## src/rtl/playback_sequencer_pkg.sv

```systemverilog
// Shared types and default sizing for the playback sequencer slice.
// State encodings match the ones the song_reader debug taps expect.
package playback_sequencer_pkg;

    typedef enum logic [1:0] {
        ST_PAUSED  = 2'd0,
        ST_PLAYING = 2'd1,
        ST_FLUSH   = 2'd2
    } play_state_t;

    localparam int DEFAULT_NUM_SONGS    = 4;
    localparam int DEFAULT_SONG_W       = 2;
    localparam int DEFAULT_FLUSH_CYCLES = 4;
    localparam int DEFAULT_ELAPSED_W    = 16;

    // A one-cycle flush still needs a one-bit counter.
    function automatic int timer_width(input int cycles);
        return ($clog2(cycles) < 1) ? 1 : $clog2(cycles);
    endfunction

endpackage

```

## src/rtl/flush_timer.sv

```systemverilog
// Loadable down-counter that times the song-change flush window.
// done is high during the last cycle of the window.
module flush_timer
    import playback_sequencer_pkg::*;
#(
    parameter int FLUSH_CYCLES = DEFAULT_FLUSH_CYCLES
) (
    input  logic clk,
    input  logic reset,
    input  logic start,
    output logic done
);

    localparam int              CNT_W = timer_width(FLUSH_CYCLES);
    localparam logic [CNT_W-1:0] LOAD = CNT_W'(FLUSH_CYCLES - 1);

    logic [CNT_W-1:0] count;
    logic             running;

    // Counting starts from FLUSH_CYCLES-1 so the window is exactly FLUSH_CYCLES long.
    always_ff @(posedge clk or negedge reset) begin
        if (!reset) begin
            count   <= '0;
            running <= 1'b0;
        end else if (start) begin
            count   <= LOAD;
            running <= 1'b1;
        end else if (running) begin
            if (count == '0)
                running <= 1'b0;
            else
                count <= count - 1'b1;
        end
    end

    assign done = running && (count == '0);

endmodule

```

## src/rtl/playback_sequencer.sv

```systemverilog
// Transport controller: play/pause, song select with reader flush, dynamics toggle, beat count.
// Define PLAYBACK_LOOP_EN to keep playing from song 0 after the last song finishes.
module playback_sequencer
    import playback_sequencer_pkg::*;
#(
    parameter int NUM_SONGS    = DEFAULT_NUM_SONGS,
    parameter int SONG_W       = DEFAULT_SONG_W,
    parameter int FLUSH_CYCLES = DEFAULT_FLUSH_CYCLES,
    parameter int ELAPSED_W    = DEFAULT_ELAPSED_W
) (
    input  logic                 clk,
    input  logic                 reset,
    input  logic                 play_button,
    input  logic                 next_button,
    input  logic                 prev_button,
    input  logic                 dtoggle_button,
    input  logic                 song_done,
    input  logic                 beat,
    output logic                 play,
    output logic [SONG_W-1:0]    song,
    output logic                 reset_player,
    output logic                 dtoggle,
    output logic                 dynamics_on,
    output logic [ELAPSED_W-1:0] elapsed_beats,
    output logic                 busy
);

    localparam logic [SONG_W-1:0]    LAST_SONG   = SONG_W'(NUM_SONGS - 1);
    localparam logic [ELAPSED_W-1:0] ELAPSED_MAX = '1;
`ifdef PLAYBACK_LOOP_EN
    localparam logic LOOP_AT_END = 1'b1;
`else
    localparam logic LOOP_AT_END = 1'b0;
`endif

    play_state_t       state;
    logic              resume;
    logic              flush_done;
    logic              enter_flush;
    logic [SONG_W-1:0] target_song;
    logic              target_resume;

    // Song-change decision; next beats prev beats song_done, and all are blind during FLUSH.
    always_comb begin
        enter_flush   = 1'b0;
        target_song   = song;
        target_resume = resume;
        if (state != ST_FLUSH) begin
            if (next_button) begin
                enter_flush   = 1'b1;
                target_song   = (song == LAST_SONG) ? '0 : song + 1'b1;
                target_resume = (state == ST_PLAYING);
            end else if (prev_button) begin
                enter_flush   = 1'b1;
                target_song   = (song == '0) ? LAST_SONG : song - 1'b1;
                target_resume = (state == ST_PLAYING);
            end else if (song_done && state == ST_PLAYING) begin
                enter_flush = 1'b1;
                if (song == LAST_SONG) begin
                    target_song   = '0;
                    target_resume = LOOP_AT_END;
                end else begin
                    target_song   = song + 1'b1;
                    target_resume = 1'b1;
                end
            end
        end
    end

    flush_timer #(
        .FLUSH_CYCLES(FLUSH_CYCLES)
    ) u_flush_timer (
        .clk  (clk),
        .reset(reset),
        .start(enter_flush),
        .done (flush_done)
    );

    // Main FSM; every output is a register so downstream blocks see clean levels.
    always_ff @(posedge clk or negedge reset) begin
        if (!reset) begin
            state         <= ST_PAUSED;
            play          <= 1'b0;
            song          <= '0;
            reset_player  <= 1'b0;
            dtoggle       <= 1'b0;
            dynamics_on   <= 1'b0;
            elapsed_beats <= '0;
            busy          <= 1'b0;
            resume        <= 1'b0;
        end else begin
            dtoggle <= dtoggle_button;
            if (dtoggle_button)
                dynamics_on <= ~dynamics_on;

            if (enter_flush) begin
                state         <= ST_FLUSH;
                song          <= target_song;
                resume        <= target_resume;
                play          <= 1'b0;
                reset_player  <= 1'b1;
                busy          <= 1'b1;
                elapsed_beats <= '0;
            end else begin
                case (state)
                    ST_PAUSED: begin
                        if (play_button) begin
                            state <= ST_PLAYING;
                            play  <= 1'b1;
                        end
                    end
                    ST_PLAYING: begin
                        if (beat && elapsed_beats != ELAPSED_MAX)
                            elapsed_beats <= elapsed_beats + 1'b1;
                        if (play_button) begin
                            state <= ST_PAUSED;
                            play  <= 1'b0;
                        end
                    end
                    ST_FLUSH: begin
                        if (flush_done) begin
                            reset_player <= 1'b0;
                            busy         <= 1'b0;
                            if (resume) begin
                                state <= ST_PLAYING;
                                play  <= 1'b1;
                            end else begin
                                state <= ST_PAUSED;
                            end
                        end
                    end
                    default: begin
                        state        <= ST_PAUSED;
                        play         <= 1'b0;
                        reset_player <= 1'b0;
                        busy         <= 1'b0;
                    end
                endcase
            end
        end
    end

endmodule

```

## config.mk

```make
export PLATFORM = sky130hd
export DESIGN_NAME = playback_sequencer
export DESIGN_NICKNAME = d
export VERILOG_FILES = /design/src/rtl/playback_sequencer_pkg.sv /design/src/rtl/flush_timer.sv /design/src/rtl/playback_sequencer.sv
export SDC_FILE = /design/constraint.sdc
export NUM_CORES = 1
export LEC_CHECK = 0
export BUFFER_PORTS_ARGS = -buffer_cell sky130_fd_sc_hd__buf_2
export CELL_PAD_IN_SITES_DETAIL_PLACEMENT = 0
export CELL_PAD_IN_SITES_GLOBAL_PLACEMENT = 1
export CORE_MARGIN = 3
export CORE_UTILIZATION = 44
export DETAILED_ROUTE_END_ITERATION = 10
export GPL_TIMING_DRIVEN = 1
export PLACE_DENSITY_LB_ADDON = 0.1
export SLEW_MARGIN = 25
export SYNTH_ARGS = -nofsm -noshare
export SYNTH_HDL_FRONTEND = slang
export SYNTH_SLANG_ARGS = --single-unit
```

## constraint.sdc

```tcl
create_clock -name clk -period 3.9 [get_ports clk]
set_clock_uncertainty 0.15 [all_clocks]
set_input_delay 0.78 -clock clk [delete_from_list [all_inputs] [get_ports clk]]
set_output_delay 0.78 -clock clk [all_outputs]
set_load 0.05 [all_outputs]
```

==> reports/qor.tcl, run 1 <==
set qor(holdCritPathClass) {input port to async pin}
set qor(fin_nets) 198
set qor(syn_area_um2) 1550
set qor(area_growth_pct) 14.6
set qor(place_congestion) 0.802
set qor(maxSlewHeadroom) 0.511
set qor(fillCellCount) 324
set qor(synth.lib_cells_used.distinct) 49
set qor(sequential_cell_area_um2) 701
set qor(crit_type) {input port to flop}
set qor(wl_per_cell_um) 15.4
set qor(synth-compound-area-share) 0.198
set qor(run_status) {completed}
set qor(yosys-top-cells-area) {dfrtp_1 45%, a21oi_1 5.5%, or4_1 2.9%, ha_1 2.4%, nand3_1 2.3%}
set qor(detailedRoute.firstIterationViolations) 49
set qor(post_synthesis_register_bit_count) 28
set qor(power_report.internal_total_w) 0.000588
set qor(max-vdd-ir-drop_uv) 460
set qor(clock_latency_ps) 330
set qor(io_pins) 31
set qor(globalRouteTotalUtil) 0.181
set qor(max_freq_ghz) 0.463
set qor(main_combinational_cell_family_by_area_after_synthesis) {simple AND/OR/NAND/NOR gates}
set qor(cp-end-kind) {flop}
set qor(route.vias.total) 1352
set qor(crit_arrival_ps) 2290
set qor(final-setup-viol-count) 0
set qor(synth_top_area_frac) 0.452
set qor(post_synth.cell_area_avg_um2) 9.87
set qor(vias_per_cell) 5.88
set qor(ys_seq_area_frac) 0.452
set qor(number_of_resized_instances_in_the_post_cts_repair_step) 0
set qor(synth.mux.area_fraction) 0
set qor(fin_setup_tns_ps) 0
set qor(worst_margin_pin_slew_ps) 734
set qor(power-per-cell-area_nw_per_um2) 583
set qor(pwr-share-clk) 0.186
set qor(coreArea_um2) 3200
set qor(rows) 20
set qor(detailedPlacementHpwl_mm) 2.52
set qor(overflow) 0
set qor(clock_period_minus_worst_slack_ps) 2160
set qor(crit_buf_inv) 1
set qor(die_area_um2) 4270
set qor(post_synth_fa_ha_maj_area_fraction) 0.0242
set qor(synth_xor_area_frac) 0.0226
set qor(largest_driver_fanout_on_the_critical_path) 16
set qor(clockRootBuffer) {clkbuf_4}
set qor(port_buffers) 30
set qor(drv_slew) 0
set qor(pin_count_of_the_biggest_net_entering_global_routing) 29
set qor(hold_violations) 0
set qor(timing.critical_path.slowest_stage_cell) {or4_1}
set qor(power.share.sequential) 0.400
set qor(basic_gate_share_of_the_synthesized_area_counting_and_or_nand_and_nor_cells) 0.266
set qor(maximum_level_of_the_cts_h_tree) 1
set qor(critical_path_required_ps) 4030
set qor(worst_hold_slack_ps) 287
set qor(cts_inserted_buffers) 3
set qor(period_utilization_post_route) 0.554
set qor(initial_core_util) 0.484
set qor(synthesized_netlist_cell_count) 157
set qor(number_of_antenna_violations_at_the_first_check_in_global_routing) 0
set qor(ys_warn_count) 0
set qor(netlist.top_cell.by_area) {dfrtp_1}
set qor(chipHeight_um) 65.4
set qor(drt_pass1_iterations) 4
set qor(cts.path.max_buffers) 2
set qor(p_switching_w) 0.000448
set qor(number_of_global_route_vias_before_repair) 1326
set qor(multiInputGateArea_um2) 792
set qor(comb_power_share) 0.414
set qor(worstPathCellList) {buf_2 -> or2_2 -> a21o_1 -> or4_1 -> nand2_1}
set qor(rsz0062_at_grt) {no}
set qor(synth.net_count) 168
set qor(fp.dieW_um) 65.4
set qor(antenna_cells) 0
set qor(path_delay_family) {simple AND/OR/NAND/NOR gates}
set qor(sw_ratio) 0.432
set qor(detail_route.wirelength_mm) 3.54
set qor(layout-drive-gt1-share) 0.253
set qor(synth-edff-count) 0
set qor(drc) 0
set qor(drt.antenna.violating_nets) 0
set qor(crit_path_start_kind) {input port}
set qor(cts_tree) {done}
set qor(post_cts_repair_timing_setup_buffer_count) 0
set qor(max-cap-violations) 0
set qor(postSynth.asyncResetShare) 1.00
set qor(grt_first_pass_wirelength_mm) 6.07
set qor(synth_flop_cell) {dfrtp_1}
set qor(worst_path_largest_cell_delay_ps) 580
set qor(clock_sinks) 28
set qor(cts.hold.buffers_added) 0
set qor(power.leakage_nw) 0.814
set qor(clk_transition_reported_paths_ps) 150
[registers in the layout, indices dropped and copies added (netlist names)]
| signal | count |
|---|---|
| elapsed_beats | 16 |
| u_flush_timer.count | 2 |
| song | 2 |
| play | 1 |
| resume | 1 |
| dynamics_on | 1 |
| busy | 1 |
| state | 2 |
| dtoggle | 1 |
| u_flush_timer.running | 1 |
[power by group through the flow]
| stage | sequential [W] | clock, W | combinational (W) |
|---|---|---|---|
| 2_1_floorplan | 0.000504 | 0 | 0.000258 |
| 3_3_place_gp | 0.000413 | 0 | 0.000419 |
| 3_5_place_dp | 0.000420 | 0 | 0.000431 |
| 4_1_cts | 0.000413 | 0.000196 | 0.000433 |
| 5_1_grt | 0.000426 | 0.000214 | 0.000471 |
| 6_report | 0.000414 | 0.000193 | 0.000429 |
[cell type report]
| class | count | area share |
|---|---|---|
| multi-input cells | 117 | 0.446 |
| clock inverters | 1 | 0.0169 |
| well taps | 44 | 0.0310 |
| flip-flops and latches | 28 | 0.394 |
| clock buffers | 3 | 0.0127 |
| inverters | 7 | 0.0148 |
| repair buffers | 30 | 0.0845 |
[Yosys cell counts, types with 3 or more instances]
cell type	number
ha_1	3
inv_1	6
nand3_1	7
a21oi_1	17
a211oi_1	3
or3_1	4
xnor2_1	3
o21ai_0	7
or4_1	6
nand4_1	4
buf_4	3
o31ai_1	4
dfrtp_1	28
nor3_1	5
nor2_1	8
nand2_1	8
[path summary, 6_finish.rpt]
check / startpoint / to / slack, ps / depth (start not counted)
max: prev_button / elapsed_beats[4] / 1740 / 5
min: reset / elapsed_beats[9] / 290 / 1
max reg2reg: state[0] / elapsed_beats[15] / 1800 / 4
min reg2reg: dynamics_on / dynamics_on / 340 / 1
max in group asynchronous: reset / song[0] / 2910 / 1
min in group clk: dynamics_on / dynamics_on / 340 / 1
[metrics by stage]
step	instance area [um^2]	utilization	cells	setup WS, ps	power [W]
3_3_place_gp	1720	0.538	226	1450	0.000832
5_1_grt	1780	0.555	230	1660	0.00111
6_report	1780	0.555	230	1740	0.00104
2_1_floorplan	1550	-	157	1670	0.000762
3_5_place_dp	1720	0.538	226	1390	0.000851
4_1_cts	1780	0.555	230	1750	0.00104
[per-layer routing]
metal | GRT usage | up-vias | share of wire
met5 | 0 | - | 0
met1 | 0.227 | 647 | 0.45
met4 | 0.0622 | 0 | 0.010
met2 | 0.310 | 38 | 0.48
li1 | - | 662 | -
met3 | 0.0325 | 5 | 0.054
[worst reg2reg max path, delay by kind of cell (launching register included)]
family | cells | cell delay, ps
simple gates | 3 | 1110
flops | 1 | 640
compound gates | 1 | 140
[kinds of logic after synthesis]
group	Yosys count
adder cells (fa/ha/maj)	3
buffers and inverters	12
AND/OR/NAND/NOR	63
AO/OA/AOI/OAI	47
flip-flops	28
XOR/XNOR	4
[cells in the final DEF (no fill, tap or decap), types with 2 or more instances in the layout]
cell type,instances
nor2_1,8
nand3_1,7
and3b_1,2
nand2b_1,2
a31oi_1,2
a21oi_1,17
or3_1,4
a41oi_1,2
ha_1,3
o211ai_1,2
o31ai_1,4
or4_1,6
nand4b_1,2
nor3_1,5
xnor2_1,3
inv_1,6
nand4_1,4
and4_1,2
or2_2,2
a211oi_1,3
clkbuf_4,3
buf_2,30
dfrtp_1,28
nand2_1,8
o21ai_0,7
Note: power is estimated with default switching activity, not from simulation.
==> run 2: changes to the inputs <==
Settings changed: CORE_UTILIZATION 44 to 41.
Clock period 3.9 ns to 2.2 ns, I/O delays scaled along.
==> reports/qor.tcl, run 2 (synthesized netlist as in run 1, its figures left out) <==
set qor(cp-end-kind) {flop}
set qor(initial_core_util) 0.444
set qor(cts_inserted_buffers) 3
set qor(overflow) 0
set qor(layout.cells.most_common) {buf_2}
set qor(regToRegSetupSlack_ps) 250
set qor(rows) 21
set qor(worst_r2r_path_depth) 4
set qor(io_pins) 31
set qor(grt_first_pass_wirelength_mm) 6.33
set qor(wl_per_cell_um) 15.2
set qor(number_of_global_route_vias_before_repair) 1340
set qor(crit_path_start_kind) {flop}
set qor(rsz0062_at_grt) {no}
set qor(drc) 0
set qor(place_congestion) 0.824
set qor(layout-drive-gt1-share) 0.276
set qor(rr_endpoint) {elapsed_beats[12]}
set qor(pin_count_of_the_biggest_net_entering_global_routing) 29
set qor(max-vdd-ir-drop_uv) 705
set qor(placement.setup.worst_slack_ps) 230
set qor(power-per-cell-area_nw_per_um2) 1020
set qor(fillCellCount) 348
set qor(period_utilization_post_route) 0.887
set qor(drt_pass1_iterations) 6
set qor(cts_tree) {done}
set qor(drt.antenna.violating_nets) 0
set qor(largest_driver_fanout_on_the_critical_path) 8
set qor(clk_transition_reported_paths_ps) 90
set qor(max-cap-violations) 0
set qor(die_area_um2) 4550
set qor(cts.path.max_buffers) 2
set qor(clock_period_minus_worst_slack_ps) 1950
set qor(number_of_antenna_violations_at_the_first_check_in_global_routing) 0
set qor(largest-register) {elapsed_beats}
set qor(clockRootBuffer) {clkbuf_8}
set qor(max_freq_ghz) 0.513
set qor(number_of_resized_instances_in_the_post_cts_repair_step) 0
set qor(power.leakage_nw) 0.846
set qor(crit_type) {flop to flop}
set qor(clock_sinks) 28
set qor(crit_arrival_ps) 2010
set qor(maxSlewHeadroom) 0.582
set qor(route.vias.total) 1358
set qor(most-common-layout-cells) {30 x buf_2, 28 x dfrtp_1, 17 x a21oi_1, 8 x nand2_1, 8 x nor2_1}
set qor(globalRouteTotalUtil) 0.183
set qor(post_cts_repair_timing_setup_buffer_count) 0
set qor(worst_margin_pin_slew_ps) 627
set qor(fp.dieW_um) 67.5
set qor(holdCritPathClass) {input port to async pin}
set qor(antenna_cells) 0
set qor(timing.rr.start) {elapsed_beats[3]}
set qor(maximum_level_of_the_cts_h_tree) 1
set qor(final-setup-viol-count) 0
set qor(max_reg_flops) 16
set qor(port_buffers) 30
set qor(clock_latency_ps) 280
set qor(drv_slew) 0
set qor(cts.hold.buffers_added) 0
set qor(critical_path_required_ps) 2260
set qor(chipHeight_um) 67.5
set qor(detailedPlacementHpwl_mm) 2.67
set qor(postLayoutSetupSlackWorst_ps) 249
set qor(fin_util) 0.523
set qor(area_growth_pct) 17.8
set qor(fin_setup_tns_ps) 0
set qor(hold_violations) 0
set qor(detailedRoute.firstIterationViolations) 87
set qor(detail_route.wirelength_mm) 3.63
set qor(fin_nets) 204
set qor(run_status) {completed}
set qor(vias_per_cell) 5.71
set qor(coreArea_um2) 3490
run 2: cell count changes in the layout (fill, tap and decap cells not counted), sizes merged:
cell / delta
bufinv: -1
clkbuf: +1
buf: +6
run 2: per-layer routing:
| layer | vias up | global-route usage | part of all wire |
|---|---|---|---|
| li1 | 679 | - | - |
| met1 | 651 | 0.258 | 0.49 |
| met2 | 24 | 0.275 | 0.45 |
| met3 | 4 | 0.0466 | 0.047 |
| met4 | 0 | 0.0557 | 0.010 |
| met5 | - | 0 | 0 |
run 2: cell type report:
cell class	count	area, um^2	area share
Timing Repair Buffer	36	195	0.107
Tap cell	46	57.6	0.0315
Sequential cell	28	701	0.384
Clock buffer	4	55.1	0.0301
Inverter	7	26.3	0.0144
Multi-Input combinational cell	117	792	0.434
run 2: how the worst max path moves through the flow:
stage                                 from           endpoint  cells after the start
after CTS                 elapsed_beats[0]  elapsed_beats[15]                      5
final                     elapsed_beats[3]  elapsed_beats[12]                      4
after global placement         prev_button               play                      5
after global routing      elapsed_beats[3]  elapsed_beats[12]                      4
after floorplan           elapsed_beats[8]  elapsed_beats[12]                      4
after detailed placement              beat  elapsed_beats[15]                      5
run 2: worst max-delay path: stages, from the launching register on:
cell and delay (ps):
dfrtp_1 490, nand4_2 220, or3_4 390, or4_1 480, a21oi_1 160
run 2: per-stage QoR:
| step | power [W] | instances | hold slack (ps) | instance area [um^2] |
|---|---|---|---|---|
| after floorplan | 0.00135 | 157 | -5.59 | 1550 |
| after global placement | 0.00155 | 234 | 301 | 1770 |
| after detailed placement | 0.00157 | 234 | 315 | 1770 |
| after CTS | 0.00190 | 238 | 46.0 | 1830 |
| after global routing | 0.00201 | 238 | 58.7 | 1830 |
| final | 0.00187 | 238 | 20.6 | 1830 |
run 2: where the power goes:
part	total, W	internal (W)	switching, W
Combinational	0.000859	0.000289	0.000570
Sequential	0.000692	0.000621	0.0000714
Clock	0.000317	0.000160	0.000157
Total	0.00187	0.00107	0.000799
==> run 3: changes to the inputs <==
Settings changed: CORE_MARGIN 3 to 8, GPL_TIMING_DRIVEN 1 to 0.
==> reports/qor.tcl, run 3 (synthesized netlist as in run 1, its figures left out) <==
set qor(clock_period_minus_worst_slack_ps) 2010
set qor(largest-register) {elapsed_beats}
set qor(run_status) {completed}
set qor(crit_path_start_kind) {flop}
set qor(coreArea_um2) 3660
set qor(cts.path.max_buffers) 2
set qor(cts_inserted_buffers) 3
set qor(hold_violations) 0
set qor(detailedPlacementHpwl_mm) 2.80
set qor(power.leakage_nw) 0.838
set qor(maxSlewHeadroom) 0.512
set qor(largest_driver_fanout_on_the_critical_path) 9
set qor(crit_type) {flop to flop}
set qor(wl_per_cell_um) 15.2
set qor(dp_cells) 235
set qor(maximum_level_of_the_cts_h_tree) 1
set qor(die_area_um2) 6000
set qor(number_of_antenna_violations_at_the_first_check_in_global_routing) 0
set qor(layout.cells.most_common) {buf_2}
set qor(rows) 22
set qor(fin_cells) 239
set qor(port_buffers) 30
set qor(drc) 0
set qor(drt_pass1_iterations) 4
set qor(io_pins) 31
set qor(timing.rr.start) {elapsed_beats[12]}
set qor(power_report.internal_total_w) 0.00106
set qor(fp.dieW_um) 77.5
set qor(final-setup-viol-count) 0
set qor(drt.antenna.violating_nets) 0
set qor(clock_sinks) 28
set qor(crit_arrival_ps) 2060
set qor(detailedRoute.firstIterationViolations) 70
set qor(post-route-cell-area_um2) 1820
set qor(sw_ratio) 0.431
set qor(clock_latency_ps) 270
set qor(fin_util) 0.497
set qor(postLayoutSetupSlackWorst_ps) 195
set qor(number_of_global_route_vias_before_repair) 1389
set qor(placement.setup.worst_slack_ps) -61.3
set qor(pwr-share-clk) 0.171
set qor(worst_r2r_path_depth) 5
set qor(max_freq_ghz) 0.499
set qor(critical_path_required_ps) 2250
set qor(route.vias.total) 1347
set qor(overflow) 0
set qor(clk_transition_reported_paths_ps) 100
set qor(cts_tree) {done}
set qor(multiInputGateArea_um2) 796
set qor(worst_margin_pin_slew_ps) 726
set qor(power-per-cell-area_nw_per_um2) 1020
set qor(most-common-layout-cells) {31 x buf_2, 28 x dfrtp_1, 16 x a21oi_1, 8 x nand2_1, 8 x nor2_1}
set qor(drv_slew) 0
set qor(rsz0062_at_grt) {no}
set qor(antenna_cells) 0
set qor(max-cap-violations) 0
set qor(detail_route.wirelength_mm) 3.64
set qor(max_reg_flops) 16
set qor(cp-end-kind) {flop}
set qor(pin_count_of_the_biggest_net_entering_global_routing) 29
set qor(layout-drive-gt1-share) 0.272
set qor(place_congestion) 0.875
set qor(globalRouteTotalUtil) 0.124
set qor(vias_per_cell) 5.64
set qor(post_cts_repair_timing_setup_buffer_count) 0
set qor(period_utilization_post_route) 0.911
set qor(fillCellCount) 348
set qor(sequential_cell_area_um2) 701
set qor(comb_power_share) 0.448
set qor(grt_first_pass_wirelength_mm) 6.32
set qor(timing.critical_path.from) {elapsed_beats[12]}
set qor(area_growth_pct) 17.4
set qor(dpl_cell_area_um2) 1760
set qor(holdCritPathClass) {input port to async pin}
set qor(power.share.sequential) 0.380
set qor(max-vdd-ir-drop_uv) 698
set qor(clockRootBuffer) {clkbuf_8}
set qor(chipHeight_um) 77.5
set qor(p_switching_w) 0.000803
set qor(initial_core_util) 0.423
set qor(fin_nets) 203
## run 3: cell count changes in the layout (fill, tap and decap cells not counted)
cell / before / now
buf_4: 6 / 3
a21oi_1: 17 / 16
a21oi_2: 0 / 1
buf_2: 30 / 31
clkbuf_1: 0 / 1
## run 3: cell type report
cell class,instances,area share
clock buffers,4,0.0303
plain buffers,5,0.0172
flip-flops and latches,28,0.385
multi-input cells,117,0.437
inverters,7,0.0144
repair buffers,30,0.0825
well taps,48,0.0330
## run 3: repair_timing
item / CTS / global route
setup endpoints to repair: 0 / 1
resized for setup: 0 / 1
hold buffers: 0 / 0
hold endpoints to repair: 0 / 0
## run 3: final timing paths
check                              endpoint  slack, ps
setup reg to reg           elapsed_beats[3]        190
setup / recovery           elapsed_beats[3]        190
hold reg to reg                 dynamics_on        320
hold / removal             elapsed_beats[8]         30
max in group asynchronous       dynamics_on       1440
min in group clk                    dtoggle        150
## run 3: metal layers
layer,vias up,routed length [um],share of wire,global-route usage
met5,-,0,0,0
met4,0,17,0.0047,0.0358
met3,2,137,0.038,0.0288
met2,20,1860,0.51,0.225
met1,656,1630,0.45,0.140
li1,669,-,-,-
## run 3: metrics by stage
stage               TNS [ps]  total power (W)  hold slack [ps]
finish                     0          0.00186             28.2
global placement       -13.9          0.00154              299
detailed placement     -61.3          0.00156              302
global route               0          0.00199             68.2
CTS                        0          0.00189             44.3
floorplan                  0          0.00135            -5.59
## run 3: worst max-delay path: stages, from the launching register on
cell and delay (ps):
dfrtp_1 350, buf_2 180, nand4_1 230, nor4_2 680, o21ai_0 200, a21oi_1 150
## run 3: power by group through the flow
stage          registers, W  logic [W]  clock network, W
2_1_floorplan      0.000894   0.000457                 0
3_3_place_gp       0.000716   0.000827                 0
3_5_place_dp       0.000721   0.000838                 0
4_1_cts            0.000710   0.000842          0.000334
5_1_grt            0.000724   0.000913          0.000352
6_report           0.000708   0.000835          0.000318
